==> config.mk <==
export PLATFORM = sky130hd
export DESIGN_NAME = gen_arb_mux
export DESIGN_NICKNAME = d
export VERILOG_FILES = /design/src/rtl/gen_arb_mux.sv
export SDC_FILE = /design/constraint.sdc
export NUM_CORES = 1
export LEC_CHECK = 0
export ABC_AREA = 1
export CAP_MARGIN = 5
export CELL_PAD_IN_SITES_DETAIL_PLACEMENT = 1
export CELL_PAD_IN_SITES_GLOBAL_PLACEMENT = 2
export CORE_ASPECT_RATIO = 2
export CORE_MARGIN = 3
export CORE_UTILIZATION = 17
export DETAILED_ROUTE_END_ITERATION = 16
export PLACE_DENSITY = 0.74
export SETUP_SLACK_MARGIN = 0.02
export SYNTH_ARGS = -nofsm -noshare
export SYNTH_HDL_FRONTEND = slang
export SYNTH_SLANG_ARGS = --single-unit
export TNS_END_PERCENT = 5
==> constraint.sdc <==
create_clock -name clk -period 1.5 [get_ports clk]
set_clock_uncertainty 0.15 [all_clocks]
set_input_delay 0.375 -clock clk [delete_from_list [all_inputs] [get_ports clk]]
set_output_delay 0.375 -clock clk [all_outputs]
set_load 0.05 [all_outputs]
==> src/rtl/gen_arb_mux.sv <==
// Registered N-to-1 arbitrating multiplexer with valid/ready on every input and on the output.
// The source is chosen by external select, by round-robin or by fixed priority. The winning word is held in a one-deep output register.
module gen_arb_mux #(
    parameter int DATA_WIDTH   = 8,
    parameter int INPUTS_NUM   = 3,
    parameter int ARB_MODE     = 1,
    localparam int SELECT_WIDTH = $clog2(INPUTS_NUM)
) (
    input  logic                             clk,
    input  logic                             rst_n,
    input  logic [INPUTS_NUM-1:0]            in_valid,
    input  logic [INPUTS_NUM*DATA_WIDTH-1:0] in_data,
    output logic [INPUTS_NUM-1:0]            in_ready,
    input  logic [SELECT_WIDTH-1:0]          sel,
    output logic                             out_valid,
    output logic [DATA_WIDTH-1:0]            out_data,
    output logic [SELECT_WIDTH-1:0]          out_src,
    input  logic                             out_ready
);

    logic                    out_valid_q, out_valid_d;
    logic [DATA_WIDTH-1:0]   out_data_q,  out_data_d;
    logic [SELECT_WIDTH-1:0] out_src_q,   out_src_d;
    logic [SELECT_WIDTH-1:0] rr_ptr_q,    rr_ptr_d;

    logic                    load_en;
    logic [INPUTS_NUM-1:0]   upper;
    logic [INPUTS_NUM-1:0]   cand;
    logic [INPUTS_NUM-1:0]   grant;
    logic                    grant_any;
    logic [SELECT_WIDTH-1:0] grant_idx;
    logic [DATA_WIDTH-1:0]   grant_data;

    assign load_en = !out_valid_q | out_ready;

    // Candidate set per mode. Round-robin prefers channels at or above rr_ptr and otherwise wraps to the lowest valid channel.
    always_comb begin
        upper = '0;
        cand  = '0;
        for (int i = 0; i < INPUTS_NUM; i++) begin
            upper[i] = in_valid[i] && (SELECT_WIDTH'(i) >= rr_ptr_q);
        end
        if (ARB_MODE == 0) begin
            for (int i = 0; i < INPUTS_NUM; i++) begin
                cand[i] = in_valid[i] && (sel == SELECT_WIDTH'(i));
            end
        end else if (ARB_MODE == 1) begin
            cand = (|upper) ? upper : in_valid;
        end else begin
            cand = in_valid;
        end
    end

    // Lowest set candidate wins. Holding reset forces the grant to zero, so in_ready stays low.
    always_comb begin
        grant_any = 1'b0;
        grant_idx = '0;
        for (int i = INPUTS_NUM - 1; i >= 0; i--) begin
            if (cand[i] && rst_n) begin
                grant_any = 1'b1;
                grant_idx = SELECT_WIDTH'(i);
            end
        end
    end

    always_comb begin
        grant      = '0;
        grant_data = '0;
        for (int i = 0; i < INPUTS_NUM; i++) begin
            grant[i] = grant_any && (grant_idx == SELECT_WIDTH'(i));
            if (grant[i]) begin
                grant_data = in_data[i*DATA_WIDTH +: DATA_WIDTH];
            end
        end
    end

    assign in_ready = grant & {INPUTS_NUM{load_en}};

    always_comb begin
        out_valid_d = out_valid_q;
        out_data_d  = out_data_q;
        out_src_d   = out_src_q;
        rr_ptr_d    = rr_ptr_q;
        if (load_en) begin
            if (grant_any) begin
                out_valid_d = 1'b1;
                out_data_d  = grant_data;
                out_src_d   = grant_idx;
                if (ARB_MODE == 1) begin
                    rr_ptr_d = (grant_idx == SELECT_WIDTH'(INPUTS_NUM - 1)) ? '0
                                                                             : grant_idx + SELECT_WIDTH'(1);
                end
            end else begin
                out_valid_d = 1'b0;
            end
        end
    end

    always_ff @(posedge clk or negedge rst_n) begin
        if (!rst_n) begin
            out_valid_q <= 1'b0;
            out_data_q  <= '0;
            out_src_q   <= '0;
            rr_ptr_q    <= '0;
        end else begin
            out_valid_q <= out_valid_d;
            out_data_q  <= out_data_d;
            out_src_q   <= out_src_d;
            rr_ptr_q    <= rr_ptr_d;
        end
    end

    assign out_valid = out_valid_q;
    assign out_data  = out_data_q;
    assign out_src   = out_src_q;

endmodule
==> Yosys cells after proc, flatten, opt, wreduce, memory -nomap -nowiden <==
Index checks and enable logic that the tools add are counted.
W data, S select, Z words.
{ "word_totals": {"reg_bits": 13, "latchBits": 0, "ram_bits": 0, "romBits": 0, "inputBits": 32, "output_inout_bits": 14, "word_cells": 37, "mem_count": 0} }
{ "classes": {"add_sub_neg": 1, "n_mul": 0, "div_mod_pow": 0, "order_cmp": 3, "n_eq_ne": 2, "shift": 0, "n_mux": 12, "bitwise": 2, "reduce_logical": 13} }
{ "op_table": {"columns": ["operator", "count"], "rows": [
  ["$mux W8", 3],
  ["$logic_and A1 B1 Y1", 9],
  ["$mux W2", 4],
  ["$ge A1 B2 Y1 const A", 2],
  ["$mux W1", 4],
  ["$and A3 B3 Y3", 1],
  ["$mux W3", 1],
  ["$reduce_or A3 Y1", 1],
  ["$add A2 B1 Y2 const B", 1],
  ["$eq A2 B1 Y1 const B", 1],
  ["$eq A2 B2 Y1 const B", 1],
  ["$ge A2 B2 Y1 const A", 1],
  ["$logic_not A2 Y1", 1],
  ["$reduce_and A2 Y1", 1],
  ["$logic_not A1 Y1", 1],
  ["$or A1 B1 Y1", 1]
]} }

==> Logic depth before layout (Yosys ltp) <==
Gate-level depths: netlist of run 1.
{ "logic_depth": {"word_depth": 13, "mapped_depth": 10, "mapped_depth_nobuf": 9} }

==> Worst setup path before layout of run 1 <==
No wires, ideal clock.
{ "synth_timing": {"path_type": "register to output", "start": "reg rr_ptr_q[1]", "end": "out in_ready[1]", "arrival_time_ns": 1.609, "t_required_ns": 0.975, "setup_slack_ns": -0.634, "stages_incl_launch_ff": 9, "n_path_buf": 1, "cell_sequence": "dfrtp_1 > inv_1 > nand2_1 > nand2_1 > nand2_4 > nand2_4 > buf_4 > nand2_1 > nor2_1"} }
{ "synth_via": {"elab_chain_cells": 11, "word_cells_on_any_way": 20, "cone_classes": "order compare (3); eq/ne (1); mux (7); bitwise (1); reduce/logical (8)"} }
{ "synth_lines": {"columns": ["item", "line_no", "source"], "rows": [
  ["start, declared", "24", "logic [SELECT_WIDTH-1:0] rr_ptr_q, rr_ptr_d;"],
  ["start signal, assigned", "109", "rr_ptr_q <= rr_ptr_d;"],
  ["$ge A1 B2 Y1 / $ge A2 B2 Y1 (equally long branches)", "41", "upper[i] = in_valid[i] && (SELECT_WIDTH'(i) >= rr_ptr_q);"],
  ["$logic_and A1 B1 Y1", "41", null],
  ["$reduce_or A3 Y1", "48", "cand = (|upper) ? upper : in_valid;"],
  ["$mux W3 (*)", "48", null],
  ["$logic_and A1 B1 Y1", "59", "if (cand[i] && rst_n) begin"],
  ["$mux W2 (3 in series)", "59", null],
  ["$eq A2 B1 Y1", "70", "grant[i] = grant_any && (grant_idx == SELECT_WIDTH'(i));"],
  ["$logic_and A1 B1 Y1 (*)", "70", null],
  ["$and A3 B3 Y3 (*)", "77", "assign in_ready = grant & {INPUTS_NUM{load_en}};"],
  ["end, declared", "13", "output logic [INPUTS_NUM-1:0] in_ready,"]
]} }
Mark *: on every way between the ends. The rest lies on a longest branch, timed or not.

==> Worst setup path in the final report of run 1 <==
{ "layout_timing": {"start": "reg rr_ptr_q[0]", "end": "out in_ready[2]"} }
{ "layout_via": {"elab_chain_cells": 11, "word_cells_on_any_way": 20, "cone_classes": "order compare (3); eq/ne (1); mux (7); bitwise (1); reduce/logical (8)"} }
{ "layout_lines": {"columns": ["item", "line_no"], "rows": [
  ["$ge A1 B2 Y1 / $ge A2 B2 Y1 (equally long branches)", "41"],
  ["$logic_and A1 B1 Y1", "41"],
  ["$reduce_or A3 Y1", "48"],
  ["$mux W3 (*)", "48"],
  ["$logic_and A1 B1 Y1", "59"],
  ["$mux W2 (3 in series)", "59"],
  ["$eq A2 B2 Y1", "70"],
  ["$logic_and A1 B1 Y1 (*)", "70"],
  ["$and A3 B3 Y3 (*)", "77"]
]} }
Marked as above.

==> run summary, run 1 <==
Status - complete, but fails checks
Failing checks - negative setup slack
Finished layout cell area - 0.00172 mm2
CTS tree - done
Row count - 35
Final-report setup violation count - 16
Commonest cells after routing, fill and taps aside - 32 x nand3_1, 25 x clkdlybuf4s50_1, 18 x nand2_1
Max-Cap Viols - 0
RSZ-0062 raised after global routing - true
Avg Cell Area, Syn - 7.04 um2
Remaining DRCs - 0
Worst rel slew slack - 82.7%
Vias in the first global route - 1100
H-tree lvl count - 1
DR vias/cell - 4.42
Cell area after synthesis - 838 um2
Post-DP HPWL - 2670 um
Total track usage - 11.4%
Die footprint - 0.00586 mm2
Final Critical Period - 1.91 ns
Slew at the pin closest to its max-slew limit - 0.258 ns
Die boundary height - 105 um
I/O pins - 46
Post-synth cell types - 17
Total core area - 0.00469 mm2
WL/cell - 13.5 um
Clock slew at reported path FFs - 0.06 ns
Sink Count - 13
Slowest cell delay on critical path - 0.42 ns
Antenna-violating nets left - 0
Inst Count DP - 224
Clock Latency Late Sink - 0.25 ns
Critical Path, Cell by Cell - inv_2, nand3_2, a21oi_4, nand2_4, nor2_4, buf_12
Area after DPL - 0.00159 mm2
Via Count - 1026
DRT iter0 DRCs - 19
Hold crit path type - in2async
Layout cells sized above 1 - 32.2%
Largest net degree at the start of global routing - 19
Startpoint Class - flop
Crit-path max FO - 3
Buffers & Inverters on Critical Path - 2
CP delay by family, top - flip-flops
Seq cells post-synth - 13
RD Place Congestion - 0.709
Fmax - 523 MHz
Synth area leaders - dfrtp_1 39%, nand3_1 20%, nand2_1 11%
CP arrival - 1.39 ns
Cell taking the most area after synthesis - dfrtp_1
Leakage - 0.000769 uW
Finished Layout Cells - 232
Die Wd - 55.7 um
Syn nets - 151
Fin nets - 210
Iteration count of the initial detailed-routing pass - 4
Max Root-Sink Buffers - 2
GRT Residual Overflow - 0
Layout Area Growth over Synthesis - 105%
Antenna violations before repair - 0
Setup CP Type - reg2out
Sequential cell area fraction in the yosys report - 38.8%
IO Port Bufs - 43
Initial Utilization - 17.9%
Power density over the cells - 1230 mW/mm2
Antenna cell count - 0
CTS root buf - clkbuf_8
Final WL - 3140 um
Crit path required time - 0.97 ns
Slew Limit Fails - 0
Synth top area share - 38.8%
Gate count of the mapped netlist - 119
Reg-to-reg slack, setup - -0.23 ns
Final worst-path cycle share - 128%
Fin worst setup slack - -0.414 ns
Nature of the critical path endpoint - primary output
Commonest non-fill, non-tap cell in the layout - nand3_1
Peak supply drop - 0.558 mV
YS warnings - 0
First-pass GRT wire length - 5150 um
Endpoints failing hold - 0
Total CTS buffers - 3
Total negative slack - -3.66 ns
Worst-path cell with the longest stage delay - dfrtp_1
report_power, final:
| group | internal (uW) | switching (uW) | leakage [uW] |
|---|---|---|---|
| Combinational | 587 | 655 | 0.000590 |
| Sequential | 449 | 113 | 0.000156 |
| Clock | 187 | 124 | 0.0000228 |
| Total | 1220 | 892 | 0.000769 |
kinds of logic after synthesis:
group,count (synthesis),share of synthesized area (%)
AND/OR/NAND/NOR,81,45.1
AO/OA/AOI/OAI,14,9.55
flip-flops,13,38.8
buffers and inverters,11,6.57
worst reg2reg max path: stages (launching register included):
cell     delay (ns)
dfrtp_2        0.45
inv_2          0.08
nand2_1        0.08
nand2_4        0.11
nand2_8        0.08
buf_4          0.14
buf_4          0.15
nand2_8        0.11
nand3_1        0.10
nor2_1         0.13
nor2_1         0.05
worst paths after layout:
check                                   end  cells after the start        start
worst max-delay path            in_ready[2]                      6  rr_ptr_q[0]
worst min-delay path            rr_ptr_q[1]                      2        rst_n
worst max register to register  out_data[2]                     10  rr_ptr_q[1]
worst min register to register   out_src[0]                      2   out_src[0]
max in group asynchronous       rr_ptr_q[0]                      2        rst_n
min in group clk                 out_src[0]                      2   out_src[0]
synth_stat cells:
master     n
a21boi_2   1
a21oi_1    8
a21oi_2    1
buf_2      2
buf_4      1
buf_6      1
clkinv_1   2
dfrtp_1   13
inv_1      4
inv_2      1
nand2_1   24
nand2_2    1
nand2_4    3
nand3_1   33
nor2_1    19
nor2_4     1
o21ai_0    4
routing by layer:
metal | GRT usage [%] | vias to the layer above | part of all wire, % | routed length [um]
li1 | - | 511 | - | -
met1 | 10.6 | 472 | 32 | 997
met2 | 21.9 | 34 | 59 | 1860
met3 | 1.72 | 9 | 4.7 | 146
met4 | 7.83 | 0 | 4.3 | 135
met5 | 0 | - | 0 | 0
metrics by stage:
step	setup WS, ns	util [%]	total power, uW	hold slack (ns)
global placement	-0.697	34.0	1740	0.372
finish	-0.414	36.6	2120	0.0469
detailed placement	-0.777	34.0	1770	0.379
global route	-0.483	36.6	2230	0.0677
floorplan	-0.250	-	1130	-0.0706
CTS	-0.423	36.6	2140	0.0455
area by class of cell:
cell class,count,area (um2)
multi-input cells,95,551
well taps,55,68.8
fillers,569,2970
clock buffers,4,45.0
flip-flops and latches,13,328
inverters,7,27.5
repair buffers,58,696
timing repair:
action | 4_1_cts | 5_1_grt
pin swaps | 14 | 2
endpoints found under the hold margin | 1 | 0
setup buffers | 3 | 0
setup endpoints to repair | 16 | 16
hold buffers | 1 | 0
resized for setup | 19 | 2
state kept, by name, indices dropped and copies added (netlist names):
register,flops
out_data,8
rr_ptr_q,2
out_valid,1
out_src,2
Power figures use the tool's default switching activity.
==> run 2: changes to the inputs <==
--- a/config.mk
+++ b/config.mk
@@ -15,6 +15,7 @@
 export DETAILED_ROUTE_END_ITERATION = 16
 export PLACE_DENSITY = 0.74
 export SETUP_SLACK_MARGIN = 0.02
+export SKIP_CTS_REPAIR_TIMING = 1
 export SYNTH_ARGS = -nofsm -noshare
 export SYNTH_HDL_FRONTEND = slang
 export SYNTH_SLANG_ARGS = --single-unit
==> run 2 against run 1 <==
The run still ends with negative setup slack left. Non-clock buffer count down 1. Design area fell by 0.36%. Combinational power hardly changed. Largest cell class unchanged. Count of clock-buffer cells in the layout is the same. Worst setup slack got worse by 0.023 ns. Sequential share of layout area up 0.070 points. Clock power shrank 1%. Wire length down 1.1%. Sequential power about the same. Largest power group unchanged.
==> run summary, run 2 (same netlist as run 1, synthesis figures left out) <==
Status - complete, but fails checks
Failing checks - negative setup slack
CTS tree - done
Final worst-path cycle share - 129% (+1.5 points)
Power density over the cells - 1240 mW/mm2 (+0.17%)
First-pass GRT wire length - 4970 um (-3.5%)
Antenna-violating nets left - 0 (unchanged)
Die Wd - 55.7 um (unchanged)
Final Critical Period - 1.94 ns (+0.0226 ns)
Slew at the pin closest to its max-slew limit - 0.268 ns (+0.00936 ns)
Sw Ratio - 42.0% (-0.13 points)
Remaining DRCs - 0 (unchanged)
Antenna cell count - 0 (unchanged)
IO Port Bufs - 43 (unchanged)
Reg2reg end - rr_ptr_q[1]
Final Util - 36.5% (-0.13 points)
Total CTS buffers - 3 (unchanged)
Leakage - 0.000780 uW (+1.4%)
Slowest cell delay on critical path - 0.42 ns (about the same)
I/O pins - 46 (unchanged)
Clock share of power - 14.6% (about the same)
Hold crit path type - in2async
Initial Utilization - 17.9% (unchanged)
Layout cells sized above 1 - 29.5% (-2.7 points)
Commonest non-fill, non-tap cell in the layout - nand3_1
Die boundary height - 105 um (unchanged)
CP arrival - 1.41 ns (+0.02 ns)
Sequential power share - 26.6% (about the same)
Vias in the first global route - 1092 (-0.73%)
RD Place Congestion - 0.709 (unchanged)
Commonest cells after routing, fill and taps aside - 32 x nand3_1, 25 x clkdlybuf4s50_1, 20 x nand2_1
Cell internal pwr - 1220 uW (about the same)
P_sw - 888 uW (-0.50%)
Fin nets - 209 (-0.48%)
Antenna violations before repair - 0 (unchanged)
Slew Limit Fails - 0 (unchanged)
H-tree lvl count - 1 (unchanged)
GRT Residual Overflow - 0 (unchanged)
CTS root buf - clkbuf_8
Sink Count - 13 (unchanged)
Clock slew at reported path FFs - 0.05 ns (about the same)
Total track usage - 10.9% (-0.50 points)
Fin worst setup slack - -0.436 ns (-0.0226 ns)
Iteration count of the initial detailed-routing pass - 4 (unchanged)
Largest net degree at the start of global routing - 19 (unchanged)
Post-Place Setup Slack - -0.777 ns (unchanged)
Clock Latency Late Sink - 0.24 ns (about the same)
Total core area - 0.00469 mm2 (unchanged)
Worst rel slew slack - 82.1% (-0.69 points)
Final WL - 3100 um (-1.1%)
R2r startpoint - rr_ptr_q[1]
DR vias/cell - 4.38 (-0.94%)
R2R depth - 8 (-2)
Max-Cap Viols - 0 (unchanged)
Worst-path cell with the longest stage delay - dfrtp_2
Startpoint Class - flop
Row count - 35 (unchanged)
Layout Area Growth over Synthesis - 104%
Max Root-Sink Buffers - 2 (unchanged)
Fmax - 516 MHz (-1.2%)
Reg-to-reg slack, setup - -0.23 ns (about the same)
Peak supply drop - 0.557 mV (-0.12%)
Post-DP HPWL - 2670 um (unchanged)
Nature of the critical path endpoint - primary output
Crit path required time - 0.97 ns (about the same)
Setup CP Type - reg2out
Max reg flops - 8 (unchanged)
DRT iter0 DRCs - 8 (-11)
RSZ-0062 raised after global routing - true
WL/cell - 13.4 um (-0.66%)
Die footprint - 0.00586 mm2 (unchanged)
Critical Path, Cell by Cell - buf_4, nand3_4, a21oi_4, nand2_4, nor2_4, buf_12
Gate power share - 58.8% (about the same)
Crit-path max FO - 4 (+1)
Via Count - 1012 (-1.4%)
Endpoints failing hold - 0 (unchanged)
Final-report setup violation count - 16 (unchanged)
## run 2: cell types whose count changed in the layout (fill, tap and decap cells not counted), sizes merged
| cell | change |
|---|---|
| buf | -1 |
| dlygate4sd2 | -3 |
| dlymetal6s2s | +4 |
| clkdlybuf4s15 | -1 |
## run 2: layer usage
metal	track usage [%]	vias to the layer above	part of all wire, %
met5	0	-	0
met4	7.13	0	3.0
met3	1.84	7	4.5
met2	21.6	30	61
met1	9.60	467	31
li1	-	508	-
## run 2: critical path: cells and delay by family, from the launching register on
family	cells	cell delay [ns]
DFF	1	0.42
buffers and inverters	2	0.28
and+or+nand+nor	3	0.26
AOI/OAI and AO/OA	1	0.20
## run 2: metrics by stage
step | total power, uW | TNS, ns | hold slack [ns] | cells | area, um2
3_5_place_dp | 1770 | -10.94 | 0.379 | 224 | 1590
2_1_floorplan | 1130 | -2.76 | -0.0706 | 119 | 895
4_1_cts | 2090 | -7.79 | 0.214 | 228 | 1640
6_report | 2110 | -3.35 | 0.0319 | 231 | 1710
3_3_place_gp | 1740 | -9.96 | 0.372 | 224 | 1590
5_1_grt | 2230 | -4.83 | 0.0565 | 231 | 1710
## run 2: power groups by stage
stage,Combinational [uW],Clock [uW],Sequential (uW)
2_1_floorplan,338,0,797
3_3_place_gp,1180,0,556
3_5_place_dp,1210,0,564
4_1_cts,1210,324,560
5_1_grt,1320,338,576
6_report,1240,308,562
## run 2: layout make-up
class	instances	area, um2
multi-input cells	95	541
inverters	7	26.3
well taps	55	68.8
fillers	560	2980
clock buffers	4	45.0
flip-flops and latches	13	328
repair buffers	57	701
## run 2: worst max-delay path by stage
| stage | slack [ns] | cells after the start | startpoint | to |
|---|---|---|---|---|
| after global placement | -0.70 | 8 | rst_n | in_ready[1] |
| after detailed placement | -0.78 | 8 | rst_n | in_ready[1] |
| final | -0.44 | 6 | rr_ptr_q[1] | in_ready[2] |
| after floorplan | -0.25 | 8 | rr_ptr_q[1] | in_ready[1] |
| after global routing | -0.49 | 8 | rr_ptr_q[1] | in_ready[1] |
| after CTS | -0.79 | 8 | rst_n | in_ready[1] |
